--- src/rtl/mem_access_pkg.sv ---
// Shared types and constants for the MEM-stage load/store engine and its
// load aligner.
package mem_access_pkg;

    localparam logic [2:0] LB  = 3'b000;
    localparam logic [2:0] LH  = 3'b001;
    localparam logic [2:0] LW  = 3'b010;
    localparam logic [2:0] LBU = 3'b100;
    localparam logic [2:0] LHU = 3'b101;

    localparam logic [2:0] SB  = 3'b000;
    localparam logic [2:0] SH  = 3'b001;
    localparam logic [2:0] SW  = 3'b010;

    typedef enum logic [1:0] {
        IDLE = 2'd0,
        WAIT = 2'd1,
        DONE = 2'd2
    } state_e;

    // Only meaningful while a request (rd or wr) is present.
    function automatic logic req_fault(input logic       rd,
                                       input logic       wr,
                                       input logic [2:0] funct3,
                                       input logic [1:0] offset);
        logic illegal;
        logic misaligned;
        illegal    = rd ? !(funct3 inside {LB, LH, LW, LBU, LHU})
                        : !(funct3 inside {SB, SH, SW});
        misaligned = (funct3[1:0] == 2'b01 && offset[0]) ||
                     (funct3[1:0] == 2'b10 && offset != 2'b00);
        return (rd & wr) | illegal | misaligned;
    endfunction

endpackage

--- src/rtl/mem_access_unit_if.sv ---
// Data-memory bus between the load/store engine (master) and memory (slave).
interface mem_access_unit_if;

    logic        MEM_READ_REQ;
    logic        MEM_WRITE_REQ;
    logic [29:0] MEM_ADDRESS;
    logic [31:0] MEM_WRITEDATA;
    logic [3:0]  MEM_BYTE_EN;
    logic [31:0] MEM_READDATA;
    logic        MEM_ACK;

    modport master (
        output MEM_READ_REQ, MEM_WRITE_REQ, MEM_ADDRESS, MEM_WRITEDATA, MEM_BYTE_EN,
        input  MEM_READDATA, MEM_ACK
    );

    modport slave (
        input  MEM_READ_REQ, MEM_WRITE_REQ, MEM_ADDRESS, MEM_WRITEDATA, MEM_BYTE_EN,
        output MEM_READDATA, MEM_ACK
    );

endinterface

--- src/rtl/mem_load_align.sv ---
// Selects the addressed byte/halfword of a memory word and sign- or
// zero-extends it according to funct3.
module mem_load_align
    import mem_access_pkg::*;
(
    input  logic [31:0] readdata_i,
    input  logic [1:0]  offset_i,
    input  logic [2:0]  funct3_i,
    output logic [31:0] data_o
);

    logic [7:0]  byte_sel;
    logic [15:0] half_sel;

    // NOTE: every variable gets a default at the top of always_comb so no
    // path can leave it unassigned and infer a latch.
    always_comb begin
        byte_sel = readdata_i[7:0];
        case (offset_i)
            2'd1:    byte_sel = readdata_i[15:8];
            2'd2:    byte_sel = readdata_i[23:16];
            2'd3:    byte_sel = readdata_i[31:24];
            default: byte_sel = readdata_i[7:0];
        endcase
        half_sel = offset_i[1] ? readdata_i[31:16] : readdata_i[15:0];

        data_o = readdata_i;
        case (funct3_i)
            LB:      data_o = {{24{byte_sel[7]}}, byte_sel};
            LH:      data_o = {{16{half_sel[15]}}, half_sel};
            LBU:     data_o = {24'd0, byte_sel};
            LHU:     data_o = {16'd0, half_sel};
            default: data_o = readdata_i;
        endcase
    end

endmodule

--- src/rtl/mem_access_unit.sv ---
// MEM-stage load/store engine: latches an access, runs the memory handshake
// with a timeout, and returns the extended load word while stalling the pipe.
module mem_access_unit
    import mem_access_pkg::*;
#(
    parameter int TIMEOUT_CYCLES = 64,
    parameter int CNT_WIDTH      = 7
) (
    input  logic               CLK,
    input  logic               RESET,
    input  logic               MEM_READ,
    input  logic               MEM_WRITE,
    input  logic [2:0]         FUNCT3,
    input  logic [31:0]        ADDRESS,
    input  logic [31:0]        WRITE_DATA,
    output logic [31:0]        DATA_OUT,
    output logic               BUSYWAIT,
    output logic               FAULT,
    output logic               BUS_ERROR,
    mem_access_unit_if.master  mem
);

    state_e               state_q;
    logic [CNT_WIDTH-1:0] cnt_q;
    logic [2:0]           funct3_q;
    logic [1:0]           offset_q;
    logic                 is_load_q;
    logic [31:0]          data_q;
    logic                 bus_error_q;
    logic                 rd_req_q;
    logic                 wr_req_q;
    logic [29:0]          addr_q;
    logic [31:0]          wdata_q;
    logic [3:0]           be_q;

    logic                 start;
    logic [3:0]           be_d;
    logic [31:0]          wdata_d;
    logic [31:0]          load_d;

    assign FAULT    = (state_q == IDLE) && (MEM_READ || MEM_WRITE) &&
                      req_fault(MEM_READ, MEM_WRITE, FUNCT3, ADDRESS[1:0]);
    assign start    = (state_q == IDLE) && (MEM_READ || MEM_WRITE) && !FAULT;
    assign BUSYWAIT = start || (state_q == WAIT);

    // Lane placement only needs the size bits; start already excludes illegal codes.
    always_comb begin
        be_d    = 4'b1111;
        wdata_d = WRITE_DATA;
        if (MEM_WRITE) begin
            case (FUNCT3[1:0])
                2'b00: begin
                    be_d    = 4'b0001 << ADDRESS[1:0];
                    wdata_d = {4{WRITE_DATA[7:0]}};
                end
                2'b01: begin
                    be_d    = 4'b0011 << ADDRESS[1:0];
                    wdata_d = {2{WRITE_DATA[15:0]}};
                end
                default: ;
            endcase
        end
    end

    mem_load_align u_align (
        .readdata_i (mem.MEM_READDATA),
        .offset_i   (offset_q),
        .funct3_i   (funct3_q),
        .data_o     (load_d)
    );

    // NOTE: sequential state uses non-blocking assignments only, so every
    // register samples the pre-edge value of every other register.
    always_ff @(posedge CLK) begin
        if (RESET) begin
            state_q     <= IDLE;
            cnt_q       <= '0;
            funct3_q    <= '0;
            offset_q    <= '0;
            is_load_q   <= 1'b0;
            data_q      <= '0;
            bus_error_q <= 1'b0;
            rd_req_q    <= 1'b0;
            wr_req_q    <= 1'b0;
            addr_q      <= '0;
            wdata_q     <= '0;
            be_q        <= '0;
        end else begin
            case (state_q)
                IDLE: begin
                    if (start) begin
                        state_q   <= WAIT;
                        cnt_q     <= '0;
                        funct3_q  <= FUNCT3;
                        offset_q  <= ADDRESS[1:0];
                        is_load_q <= MEM_READ;
                        rd_req_q  <= MEM_READ;
                        wr_req_q  <= MEM_WRITE;
                        addr_q    <= ADDRESS[31:2];
                        wdata_q   <= wdata_d;
                        be_q      <= be_d;
                    end
                end
                WAIT: begin
                    cnt_q <= cnt_q + 1'b1;
                    if (mem.MEM_ACK) begin
                        state_q  <= DONE;
                        rd_req_q <= 1'b0;
                        wr_req_q <= 1'b0;
                        if (is_load_q) begin
                            data_q <= load_d;
                        end
                    end else if (cnt_q == CNT_WIDTH'(TIMEOUT_CYCLES - 1)) begin
                        state_q     <= DONE;
                        rd_req_q    <= 1'b0;
                        wr_req_q    <= 1'b0;
                        bus_error_q <= 1'b1;
                    end
                end
                // One non-busy cycle lets the pipeline advance past this instruction.
                DONE:    state_q <= IDLE;
                default: state_q <= IDLE;
            endcase
        end
    end

    assign DATA_OUT          = data_q;
    assign BUS_ERROR         = bus_error_q;
    assign mem.MEM_READ_REQ  = rd_req_q;
    assign mem.MEM_WRITE_REQ = wr_req_q;
    assign mem.MEM_ADDRESS   = addr_q;
    assign mem.MEM_WRITEDATA = wdata_q;
    assign mem.MEM_BYTE_EN   = be_q;

endmodule

--- src/flat_wrapper.sv ---
// flat-port wrapper written by rule: the top's interface ports become plain ports
module mem_access_unit_flat import mem_access_pkg::*;
#(
    parameter int TIMEOUT_CYCLES = 64,
    parameter int CNT_WIDTH      = 7
)
  (CLK, RESET, MEM_READ, MEM_WRITE, FUNCT3, ADDRESS, WRITE_DATA, DATA_OUT, BUSYWAIT, FAULT, BUS_ERROR, mem_MEM_READ_REQ, mem_MEM_WRITE_REQ, mem_MEM_ADDRESS, mem_MEM_WRITEDATA, mem_MEM_BYTE_EN, mem_MEM_READDATA, mem_MEM_ACK);
  mem_access_unit_if mem_i ();
  input  logic CLK;
  input  logic RESET;
  input  logic MEM_READ;
  input  logic MEM_WRITE;
  input  logic [2:0] FUNCT3;
  input  logic [31:0] ADDRESS;
  input  logic [31:0] WRITE_DATA;
  output logic [31:0] DATA_OUT;
  output logic BUSYWAIT;
  output logic FAULT;
  output logic BUS_ERROR;
  output wire logic [$bits(mem_i.MEM_READ_REQ)-1:0] mem_MEM_READ_REQ;
  output wire logic [$bits(mem_i.MEM_WRITE_REQ)-1:0] mem_MEM_WRITE_REQ;
  output wire logic [$bits(mem_i.MEM_ADDRESS)-1:0] mem_MEM_ADDRESS;
  output wire logic [$bits(mem_i.MEM_WRITEDATA)-1:0] mem_MEM_WRITEDATA;
  output wire logic [$bits(mem_i.MEM_BYTE_EN)-1:0] mem_MEM_BYTE_EN;
  input wire logic [$bits(mem_i.MEM_READDATA)-1:0] mem_MEM_READDATA;
  input wire logic [$bits(mem_i.MEM_ACK)-1:0] mem_MEM_ACK;
  assign mem_MEM_READ_REQ = mem_i.MEM_READ_REQ;
  assign mem_MEM_WRITE_REQ = mem_i.MEM_WRITE_REQ;
  assign mem_MEM_ADDRESS = mem_i.MEM_ADDRESS;
  assign mem_MEM_WRITEDATA = mem_i.MEM_WRITEDATA;
  assign mem_MEM_BYTE_EN = mem_i.MEM_BYTE_EN;
  assign mem_i.MEM_READDATA = mem_MEM_READDATA;
  assign mem_i.MEM_ACK = mem_MEM_ACK;
  mem_access_unit #(.TIMEOUT_CYCLES(TIMEOUT_CYCLES), .CNT_WIDTH(CNT_WIDTH)) u_core (.CLK(CLK), .RESET(RESET), .MEM_READ(MEM_READ), .MEM_WRITE(MEM_WRITE), .FUNCT3(FUNCT3), .ADDRESS(ADDRESS), .WRITE_DATA(WRITE_DATA), .DATA_OUT(DATA_OUT), .BUSYWAIT(BUSYWAIT), .FAULT(FAULT), .BUS_ERROR(BUS_ERROR), .mem(mem_i));
endmodule
--- config.mk ---
export PLATFORM = sky130hd
export DESIGN_NAME = mem_access_unit_flat
export DESIGN_NICKNAME = d
export VERILOG_FILES = /design/src/rtl/mem_access_pkg.sv /design/src/rtl/mem_access_unit_if.sv /design/src/rtl/mem_load_align.sv /design/src/rtl/mem_access_unit.sv /design/src/flat_wrapper.sv
export SDC_FILE = /design/constraint.sdc
export NUM_CORES = 1
export LEC_CHECK = 0
export ABC_AREA = 1
export ABC_CLOCK_PERIOD_IN_PS = 1800
export CAP_MARGIN = 10
export CORE_AREA = 2 2 84 147
export CTS_BUF_LIST = sky130_fd_sc_hd__clkbuf_8
export DETAILED_ROUTE_END_ITERATION = 8
export DIE_AREA = 0 0 86 149
export PLACE_DENSITY = 0.86
export SKIP_LAST_GASP = 1
export SYNTH_ARGS = -nofsm -noshare
export SYNTH_HDL_FRONTEND = slang
export SYNTH_SLANG_ARGS = --single-unit
--- constraint.sdc ---
create_clock -name CLK -period 1.8 [get_ports CLK]
set_input_delay 0.36 -clock CLK [delete_from_list [all_inputs] [get_ports CLK]]
set_output_delay 0.36 -clock CLK [all_outputs]
set_load 0.03 [all_outputs]
-- Word level (Yosys, flattened, before mapping)
Index checks and enable logic that the tools add are counted.
W data, S select, Z words.
- $add $sub $neg: 1
- equal/unequal tests: 16
- shift operators: 2
- multiplexer cells: 20
- bitwise gates (word level): 4
- reduce and logical (&&, ||, !) cells: 25
- operators by type and width (cell ; count):
    $pmux W32 S4 ; 1
    $pmux W32 S2 ; 1
    $mux W32 ; 1
    $pmux W8 S3 ; 1
    $mux W16 ; 1
    $pmux W7 S2 ; 1
    $eq A3 B3 Y1 const B ; 4
    $reduce_and A3 Y1 ; 3
    $pmux W4 S2 ; 1
    $add A7 B1 Y7 const B ; 1
    $eq A7 B6 Y1 const B ; 1
    $mux W7 ; 1
    $eq A2 B1 Y1 const B ; 3
    $eq A2 B2 Y1 const B ; 3
    $eq A3 B1 Y1 const B ; 2
    $logic_not A3 Y1 ; 2
    $mux W2 ; 3
    $reduce_and A2 Y1 ; 3
    $logic_and A1 B1 Y1 ; 5
    $mux W1 ; 5
    $reduce_bool A5 Y1 ; 1
    $logic_not A2 Y1 ; 2
    $mux W4 ; 1
    $pmux W1 S2 ; 2
    13 further kinds ; 19
- bits in registers: 116
- input bits: 104
- output and inout port bits: 103

-- Logic depth before layout (Yosys ltp)
Gate-level depths: netlist of the first run.
- depth after elaboration: 11
- mapped depth: 10
- mapped depth without buffers: 10

-- Hierarchy
A second synthesis of the first run with hierarchy kept.
- cell total of the unflattened synthesis: 780
- area total of the unflattened synthesis: 5321.4 µm²
- modules (own cells, without submodules) (module ; times used ; cells an instance ; area each (µm²)):
    mem_access_unit ; 1 ; 634 ; 4559.4
    mem_load_align ; 1 ; 146 ; 762.0

-- Worst setup path after synthesis of the first run
No wires, ideal clock.
- path kind: input -> register
- start: input ADDRESS[1]
- end: register u_core.cnt_q[1]
- arrival time: 1.331 ns
- required time: 1.668 ns
- path slack: 0.337 ns
- stages on the path: 8
- cells stage by stage: nor2_1 -> nand2_1 -> nand2_1 -> nand4_4 -> nand2_1 -> inv_1 -> nand2_1 -> a21oi_1
- longest elaborated chain between the ends: 9
- RTL lines (item ; RTL line ; RTL):
    start: declaration ; flat_wrapper.sv:14 ; input logic [31:0] ADDRESS;
    $reduce_bool A2 Y1 ; mem_access_pkg.sv:31 ; (funct3[1:0] == 2'b10 && offset != 2'b00);
    $logic_and A1 B1 Y1 ; mem_access_pkg.sv:31 ;
    $logic_or A1 B1 Y1 ; mem_access_pkg.sv:30 ; misaligned = (funct3[1:0] == 2'b01 && offset[0]) ||
    $or A1 B1 Y1 ; mem_access_pkg.sv:32 ; return (rd & wr) | illegal | misaligned;
    $logic_and A1 B1 Y1 ; mem_access_unit.sv:41 ; assign FAULT = (state_q == IDLE) && (MEM_READ || MEM_WRITE) &&
    $logic_not A1 Y1 ; mem_access_unit.sv:43 ; assign start = (state_q == IDLE) && (MEM_READ || MEM_WRITE) && !FAULT;
    $logic_and A1 B1 Y1 ; mem_access_unit.sv:43 ;
    $ne A2 B1 Y1 (no source line) ; - ;
    $reduce_and A2 Y1 (no source line) ; - ;
    end signal: assignment ; mem_access_unit.sv:105 ; cnt_q <= cnt_q + 1'b1;
    end: declaration ; mem_access_unit.sv:24 ; logic [CNT_WIDTH-1:0] cnt_q;
No other way between the ends.
A chain may end at the register's enable or synchronous reset.

-- Final worst setup path of the first run
- start: input FUNCT3[1]
- end: output BUSYWAIT
- longest elaborated chain between the ends: 10
- elaborated cells between the ends (all ways): 21
- those cells by class: eq/ne (6); mux (1); bitwise (2); reduce/logical (12)
- RTL lines (item ; RTL line ; RTL):
    start: declaration ; flat_wrapper.sv:13 ; input logic [2:0] FUNCT3;
    $eq A3 B1 Y1 (tied with other cells) ; mem_access_pkg.sv:28, mem_access_pkg.sv:29 ;
    $reduce_bool A5 Y1 / $reduce_bool A3 Y1 (equally long branches) ; mem_access_pkg.sv:28, mem_access_pkg.sv:29 ;
    $logic_not A1 Y1, on equally long branches ; mem_access_pkg.sv:28, mem_access_pkg.sv:29 ;
    $mux W1 ; mem_access_pkg.sv:28 ; illegal = rd ? !(funct3 inside {LB, LH, LW, LBU, LHU})
    $or A1 B1 Y1 ; mem_access_pkg.sv:32 ;
    $or A1 B1 Y1 * ; mem_access_pkg.sv:32 ;
    $logic_and A1 B1 Y1 * ; mem_access_unit.sv:41 ;
    $logic_not A1 Y1 * ; mem_access_unit.sv:43 ;
    $logic_and A1 B1 Y1 * ; mem_access_unit.sv:43 ;
    $logic_or A1 B1 Y1 * ; mem_access_unit.sv:44 ; assign BUSYWAIT = start || (state_q == WAIT);
    end: declaration ; flat_wrapper.sv:17 ; output logic BUSYWAIT;
Every way passes the cells marked *; elsewhere a longest branch is shown, timed or not.

==> reports/results.tsv, run 1 <==
metric	value	unit
outcome	finished clean	
Switch Pwr	1.996	mW
Die Y	149	µm
RSZ-0062 raised after global routing	true	
first-pass GRT wire length	26790	µm
core footprint	11740	µm²
Stages on worst setup path	7	
GR Overflow Total	0	
Reg-to-Reg End	u_core.DATA_OUT[13]	
Placed Cells incl. Taps	1044	
clk buf depth	2	
clk sink count	116	
diode count	0	
Total GRT Usage	26.52	%
Power Density	854.5	nW/µm²
Worst path slowest cell	dlygate4sd2_1	
CP Cell Sequence	dlygate4sd2_1 -> inv_2 -> nand2_1 -> a21oi_2 -> nand4_4 -> nand2_2 -> buf_6	
Worst path max stage delay	0.34	ns
fillers	990	
routed via count	5724	
Flop pwr share	40.9	%
Setup crit start	FUNCT3[1]	
Yosys reg bits	116	
TritonCTS clock tree	yes	
crit end category	output port	
crit start category	primary input	
Worst path top cell family by delay	buffers and inverters	
Synth async-reset ratio	0	%
RD Place Congestion	0.8713	
actual slew at the worst max-slew pin	0.4295	ns
DRC viols	0	
final WL	17000	µm
clock-pin slew on the worst setup and hold paths	0.07	ns
DRT Pass-1 Iters	5	
ANT nets after route	0	
row cnt	53	
final hold violations	0	
EDFF count, synth	0	
Setup CP Type	in -> out	
Worst Path Buf+Inv	3	
synth warn	0	
cells after synthesis	702	
Layout Cells excl Fill	1086	
Synth Flop Type	dfxtp_1	
Die X	86	µm
leakage	3.921	nW
initial antenna violation count	0	
Critical Path Fanout Max	4	
Syn Area/Cell	7.290	µm²
WP data arrival	1.41	ns
combinational power share	21.4	%
P_int	4.812	mW
Setup TNS Final	0	ns
Final setup viols	0	
Avg Vias per Cell	5.271	
Net Count, Synth	807	
Sw Ratio	29.32	%
Hold Path Class	in -> reg	
largest net degree at the start of global routing	45	
die area	12810	µm²
fmax	566.5	MHz
Layout Nets	1041	
maximum vdd drop	499.5	µV
vias in the first global route	5583	
DRT iter0 DRCs	257	
final core utilization	67.87	%
max cap viols	0	
WP data required	1.44	ns
Mapped Area	5117	µm²
CTS Buf Count	17	
Seq/Total Area, Yosys	45.38	%
routed len/inst	15.65	µm
crit path to	BUSYWAIT	
dpl hpwl	12130	µm
Netlist cell types	32	
total power	6.808	mW
root buf cell	clkbuf_8	
Area growth syn-to-layout	55.67	%
H-tree levels	4	
R2R depth	7	
Initial Util	43.60	%
Max Slew Vio Count	0	
PortBufs	206	
num ports	207	
worst skew pair latency	0.43	ns
R2R setup slack	0.13	ns
Worst R2R Start	u_core.offset_q[1]	
Final Cycle Share	98.06	%
Clock Power Share	37.8	%
proportion of layout cells with a drive suffix above 1	11.17	%
Worst Skew	0.01570	ns
max_slew headroom	71.37	%
fin crit period	1.765	ns
-- cell families (layout without fill, tap and decap cells) --
group                      Yosys count  count (layout)  share of synthesized area (%)
DFF                                116             116                          45.38
AOI/OAI and AO/OA                  210             210                          23.50
buffers and inverters              113             360                          9.535
adders and majority gates            1               1                         0.2445
and+or+nand+nor                    262             262                          21.34
-- worst register-to-register path: stages, from the launching register on --
cell and delay (ns):
dfxtp_1 0.32, inv_2 0.24, nand2_1 0.13, nand3_1 0.12
nand3_1 0.31, o221ai_1 0.38, nand2_1 0.08, inv_1 0.06
-- flip-flops by register name, summed over array words and instances (netlist names), 2 cells and up --
signal,flops
u_core.mem.MEM_WRITEDATA,32
u_core.mem.MEM_BYTE_EN,4
u_core.mem.MEM_ADDRESS,30
u_core.funct3_q,3
u_core.cnt_q,7
u_core.offset_q,2
u_core.DATA_OUT,32
u_core.state_q,2
-- Yosys cell counts (all sizes together) (7+ instances only) --
cell type  count  area, µm²
nor2         129      494.2
dfxtp        116       2322
o21ai        104      520.5
nand2         89      336.6
inv           68      255.2
a21oi         51      259.0
buf           23      150.1
clkbuf        22      82.58
nand4         18      127.6
nand3         17      85.08
o211ai        16      120.1
o22ai         14      87.58
o211a          8      80.08
a21boi         7      52.55
nor3           7      35.03
o221ai         7      61.31
-- metrics by stage --
step | worst slack (ns) | instance area [µm²] | hold WS [ns]
after floorplan | 0.3366 | 5117 | 0.4411
after global placement | -0.2906 | 7531 | 0.4485
after detailed placement | -0.3210 | 7531 | 0.4639
after CTS | 0.005921 | 7904 | 0.3856
after global routing | -0.05246 | 7966 | 0.3944
final | 0.03486 | 7966 | 0.4095
-- cell usage in the layout, fill, tap and decap left out, drive strengths merged --
master / synthesis / routed
a211oi: 1 / 1
a21boi: 7 / 7
a21oi: 51 / 51
a31oi: 1 / 1
and2: 1 / 1
buf: 23 / 56
bufinv: 0 / 4
clkbuf: 22 / 17
clkdlybuf4s50: 0 / 96
clkinv: 0 / 7
clkinvlp: 0 / 1
dfxtp: 116 / 116
dlygate4sd2: 0 / 104
dlymetal6s2s: 0 / 4
ha: 1 / 1
inv: 68 / 71
nand2: 89 / 89
nand3: 17 / 17
nand4: 18 / 18
nor2: 129 / 129
nor3: 7 / 7
nor3b: 1 / 1
o211a: 8 / 8
o211ai: 16 / 16
o21a: 1 / 1
o21ai: 104 / 104
o221ai: 7 / 7
o22ai: 14 / 14
-- timing repair --
item,4_1_cts,5_1_grt
hold buffers,0,0
endpoints found under the setup margin,100,6
gates resized for setup,114,12
pin swaps,6,2
cloned,0,0
buffers inserted,6,4
hold endpoints to repair,0,0
-- metal layers --
layer	track usage (%)	routed length, µm
met1	27.36	6046
met2	46.86	8948
met3	7.250	1202
met4	15.71	799
met5	0	0
-- power groups by stage --
stage	combinational (mW)	clock, mW	sequential (mW)
CTS	1.43	2.62	2.78
floorplan	0.520	0	3.07
global route	1.56	2.74	2.80
detailed placement	1.49	0	2.84
global placement	1.47	0	2.84
finish	1.45	2.57	2.78
-- area by class of cell --
cell class	instances	area [µm²]	share of cell area (%)
clock buffer	17	234.0	2.937
multi-input combinational	473	2349	29.48
sequential	116	2323	29.17
timing repair buffer	260	2441	30.64
inverter	68	255.2	3.204
clock inverter	15	192.7	2.419
tap	137	171.4	2.152
-- how the worst min path moves through the flow --
stage | startpoint | end | slack (ns) | depth (start not counted)
floorplan | u_core.cnt_q[6] | u_core.cnt_q[6] | 0.44 | 2
global placement | u_core.cnt_q[6] | u_core.cnt_q[6] | 0.45 | 2
detailed placement | u_core.cnt_q[6] | u_core.cnt_q[6] | 0.46 | 2
CTS | MEM_READ | u_core.is_load_q | 0.39 | 3
global route | MEM_READ | u_core.is_load_q | 0.39 | 3
finish | MEM_READ | u_core.is_load_q | 0.41 | 3
No activity file was read; power rests on OpenSTA's default activity.
==> inputs of run 2 (changes only) <==
GPL_TIMING_DRIVEN = 0   (was default)
TNS_END_PERCENT = 10   (was default)
==> reports/results.tsv, run 2 (synthesis gave the netlist of run 1 again) <==
metric	value	unit	change
initial antenna violation count	0		unchanged
Final Cycle Share	103.0	%	+4.9 points
clk sink count	116		unchanged
Worst Setup Slack, final	-0.05424	ns	-0.08910 ns
fin crit period	1.854	ns	+0.08910 ns
R2R setup slack	0.16	ns	+0.03 ns
most common cell after layout, fill and taps aside	clkdlybuf4s50_1		
fmax	539.3	MHz	-4.8%
Setup CP Type	in -> out		
final instance area	7858	µm²	-1.4%
Die X	86	µm	unchanged
Placed Cells incl. Taps	1045		+0.096%
dpl hpwl	13270	µm	+9.4%
RD Place Congestion	0.9176		+5.3%
Area growth syn-to-layout	53.55	%	
GR Overflow Total	0		unchanged
DRT Pass-1 Iters	6		+1
failing checks	setup timing		
max cap viols	0		unchanged
vias in the first global route	5586		+0.054%
Max Slew Vio Count	0		unchanged
diode count	0		unchanged
FF+latch area	2322	µm²	about the same
row cnt	53		unchanged
routed len/inst	16.38	µm	+4.7%
num ports	207		unchanged
WP data required	1.44	ns	about the same
Critical Path Fanout Max	5		+1
WP data arrival	1.49	ns	+0.08 ns
hold path cells	3		unchanged
RSZ-0062 raised after global routing	true		
outcome	finished, violations left		
clk buf depth	2		unchanged
Setup TNS Final	-0.5509	ns	-0.5509 ns
Worst path max stage delay	0.49	ns	+0.15 ns
PortBufs	206		unchanged
Hold Path Class	in -> reg		
CTS Buf Count	17		unchanged
die area	12810	µm²	unchanged
worst skew pair latency	0.43	ns	about the same
clock-pin slew on the worst setup and hold paths	0.07	ns	about the same
root buf cell	clkbuf_8		
maximum vdd drop	565.0	µV	+13%
Avg Vias per Cell	5.357		+1.6%
routed via count	5818		+1.6%
core footprint	11740	µm²	unchanged
Initial Util	43.60	%	unchanged
Power Density	829.3	nW/µm²	-3.0%
commonest cells after routing, fill and taps aside	clkdlybuf4s50_1, nor2_1, dfxtp_1		
Area after DPL	7351	µm²	-2.4%
Total GRT Usage	27.40	%	+0.87 points
max_slew headroom	58.38	%	-13 points
H-tree levels	4		unchanged
HP Start	FUNCT3[0]		
final hold violations	0		unchanged
final WL	17790	µm	+4.7%
area of the multi-input gates	2350	µm²	about the same
crit start category	primary input		
Worst path slowest cell	clkdlybuf4s50_1		
leakage	3.460	nW	-12%
Worst Skew	0.01630	ns	+0.0006027 ns
first-pass GRT wire length	27340	µm	+2.1%
DRT iter0 DRCs	349		+36%
crit end category	output port		
Final setup viols	50		+50
Setup crit start	FUNCT3[2]		
Layout Nets	1043		+0.19%
worst hold margin	0.3578	ns	-0.05177 ns
Die Y	149	µm	unchanged
fillers	986		-0.40%
Worst R2R Start	u_core.offset_q[1]		
actual slew at the worst max-slew pin	0.6187	ns	+0.1892 ns
final core utilization	66.94	%	-0.93 points
Post-CTS Hold Fix Bufs	0		unchanged
largest net degree at the start of global routing	17		-62%
R2R depth	6		-1
ANT nets after route	0		unchanged
proportion of layout cells with a drive suffix above 1	9.273	%	-1.9 points
TritonCTS clock tree	yes		
Layout Cells excl Fill	1086		unchanged
DRC viols	0		unchanged
CP Cell Sequence	clkdlybuf4s50_1 -> a21oi_2 -> nand4_4 -> nand2_4 -> buf_6		
-- run 2: changes by cell type in the layout (fill, tap and decap cells not counted), sizes merged --
cell	previous run	this run
dlygate4sd2	104	8
clkdlybuf4s50	96	187
clkbuf	17	42
buf	56	37
dlymetal6s2s	4	8
bufinv	4	1
clkinv	7	5
clkinvlp	1	3
inv	71	69
-- run 2: what timing repair did --
item,CTS,global route
pin swaps,5,3
setup buffers,5,7
resized for setup,34,22
hold endpoints to repair,0,0
setup endpoints to repair,120,131
-- run 2: layer usage --
metal / up-vias / part of all wire [%] / global-route usage, %
met5: - / 0 / 0
met4: 0 / 5.4 / 17.46
met3: 74 / 7.3 / 6.198
met2: 317 / 52 / 49.11
met1: 2611 / 35 / 27.89
li1: 2816 / - / -
-- run 2: where the power goes --
group / internal (mW) / leakage [nW] / switching, mW
combinational: 0.645 / 2.33 / 0.858
clock: 1.17 / 0.183 / 1.06
sequential: 2.71 / 0.945 / 0.0769
-- run 2: layout make-up --
type	count	area share, %
inverter	68	3.248
sequential	116	29.55
buffer	44	3.041
clock buffer	20	3.503
multi-input combinational	473	29.90
tap	137	2.182
clock inverter	10	1.083
timing repair buffer	218	27.48
-- run 2: final timing paths --
kind                                   to
max                              BUSYWAIT
max reg2reg           u_core.DATA_OUT[14]
min reg2reg  u_core.mem.MEM_WRITEDATA[22]
min                    u_core.funct3_q[0]
-- run 2: critical path, delay by kind of cell --
kind            cells  cell delay [ns]
buf+inv             2             0.63
simple gates        2             0.28
compound gates      1             0.23
-- run 2: through the flow --
stage | power (mW) | worst slack, ns
after CTS | 6.503 | -0.07919
after floorplan | 3.591 | 0.3366
final | 6.516 | -0.05424
after global placement | 4.257 | -0.9921
after global routing | 6.766 | -0.08039
after detailed placement | 4.272 | -1.012
==> inputs of run 3 (changes only) <==
CORE_AREA = 2 2 112 195   (was 2 2 84 147)
DIE_AREA = 0 0 114 197   (was 0 0 86 149)
PLACE_DENSITY = default   (was 0.86)
PLACE_DENSITY_LB_ADDON = 0.1   (was default)
==> reports/results.tsv, run 3 (synthesis gave the netlist of run 1 again) <==
metric	value	unit	change
DRT Pass-1 Iters	4		-2
Max Slew Vio Count	0		unchanged
max_slew headroom	54.67	%	-3.7 points
Final Cycle Share	103.3	%	+0.27 points
routed via count	5594		-3.9%
Area growth syn-to-layout	57.04	%	
outcome	finished, violations left		
die area	22460	µm²	+75%
Worst Skew	0.008693	ns	-0.007609 ns
failing checks	setup timing		
Setup TNS Final	-2.515	ns	-1.964 ns
Setup CP Type	reg -> out		
row cnt	70		+32%
Die Y	197	µm	+32%
most common cell after layout, fill and taps aside	clkdlybuf4s50_1		
worst hold margin	0.3420	ns	-0.01579 ns
ANT nets after route	0		unchanged
Post-CTS Hold Fix Bufs	0		unchanged
Initial Util	24.55	%	-19 points
dpl hpwl	15920	µm	+20%
Die X	114	µm	+33%
met2 routed WL	11380	µm	+23%
PortBufs	206		unchanged
num ports	207		unchanged
fin crit period	1.859	ns	+0.004930 ns
RD Place Congestion	0.8622		-6.0%
Hold Path Class	in -> reg		
top layer in use	met5		
Worst Setup Slack, final	-0.05917	ns	-0.004930 ns
RSZ-0062 raised after global routing	true		
routed length on met3	1370	µm	+5.0%
Layout Cells excl Fill	1202		+11%
Worst path max stage delay	0.71	ns	+0.22 ns
DRC viols	0		unchanged
Worst Path Buf+Inv	1		-1
max cap viols	0		unchanged
leakage	3.374	nW	-2.5%
R2R setup slack	0.09	ns	-0.07 ns
actual slew at the worst max-slew pin	0.6739	ns	+0.05511 ns
Power Density	839.8	nW/µm²	+1.3%
Worst path slowest cell	clkdlybuf4s50_1		
initial antenna violation count	1		+1
fmax	537.9	MHz	-0.27%
Stages on worst setup path	1		-4
crit path to	mem_MEM_WRITEDATA[4]		
GR Overflow Total	0		unchanged
final hold violations	0		unchanged
clk buf depth	2		unchanged
proportion of layout cells with a drive suffix above 1	9.589	%	+0.32 points
Final setup viols	96		+92%
Worst path top cell family by delay	buffers and inverters		
Worst R2R Start	u_core.offset_q[0]		
CP Cell Sequence	clkdlybuf4s50_1		
first-pass GRT wire length	31270	µm	+14%
vias in the first global route	5608		+0.39%
commonest cells after routing, fill and taps aside	clkdlybuf4s50_1, nor2_1, dfxtp_1		
TritonCTS clock tree	yes		
largest net degree at the start of global routing	17		unchanged
root buf cell	clkbuf_8		
Area after DPL	7495	µm²	+2.0%
detailed-route wire length on metal 1	7428	µm	+18%
DRT iter0 DRCs	240		-31%
H-tree levels	4		unchanged
Setup crit start	u_core.mem.MEM_WRITEDATA[4]		
routed len/inst	17.18	µm	+4.8%
Total GRT Usage	18.56	%	-8.8 points
R2R depth	6		unchanged
worst skew pair latency	0.45	ns	+0.02 ns
clock-pin slew on the worst setup and hold paths	0.07	ns	about the same
crit start category	register		
WP data arrival	1.50	ns	about the same
core footprint	20850	µm²	+78%
Avg Vias per Cell	4.654		-13%
final WL	20650	µm	+16%
FF+latch area	2325	µm²	+0.11%
clk sink count	116		unchanged
crit end category	output port		
fillers	2248		+130%
Reg-to-Reg End	u_core.DATA_OUT[5]		
area of the multi-input gates	2360	µm²	+0.43%
Layout Nets	1043		unchanged
maximum vdd drop	404.2	µV	-28%
Critical Path Fanout Max	2		-3
total power	6.749	mW	+3.6%
WP data required	1.44	ns	about the same
CTS Buf Count	17		unchanged
Placed Cells incl. Taps	1160		+11%
final instance area	8036	µm²	+2.3%
-- run 3: worst min-delay path by stage --
stage                     cells past startpoint                    start                      end
final                                         3                FUNCT3[0]       u_core.funct3_q[0]
after global placement                        2          u_core.cnt_q[6]          u_core.cnt_q[6]
after CTS                                     3                FUNCT3[0]       u_core.funct3_q[0]
after detailed placement                      2  u_core.mem.MEM_READ_REQ  u_core.mem.MEM_READ_REQ
after global routing                          3                FUNCT3[0]       u_core.funct3_q[0]
after floorplan                               2          u_core.cnt_q[6]          u_core.cnt_q[6]
-- run 3: cell type report --
class,count,share of cell area [%]
Multi-Input combinational cell,473,29.36
Timing Repair Buffer,218,26.67
Inverter,68,3.238
Buffer,44,3.020
Antenna cell,1,0.03114
Tap cell,252,3.923
Sequential cell,116,28.93
Clock buffer,22,3.768
Clock inverter,8,1.059
-- run 3: what timing repair did --
item / in CTS / in global routing
setup buffers: 5 / 7
endpoints found under the setup margin: 144 / 149
pin swaps: 5 / 4
resized for setup: 39 / 22
-- run 3: metal layers --
metal / vias to the layer above / global-route usage [%]
met4: 2 / 7.362
met1: 2550 / 18.25
li1: 2827 / -
met2: 188 / 35.30
met3: 27 / 5.812
met5: - / 0
-- run 3: per-stage QoR --
step / setup slack (ns) / util (%)
after detailed placement: -1.082 / 35.95
after CTS: -0.1150 / 38.18
after global placement: -1.067 / 35.95
after global routing: -0.1354 / 38.54
after floorplan: 0.3366 / -
final: -0.05917 / 38.55
-- run 3: where the power goes --
part           total, mW  internal (mW)  switching [mW]  leakage, nW
Sequential          2.78           2.71          0.0773        0.946
Clock               2.45           1.38            1.07        0.216
Combinational       1.52          0.641           0.875         2.21
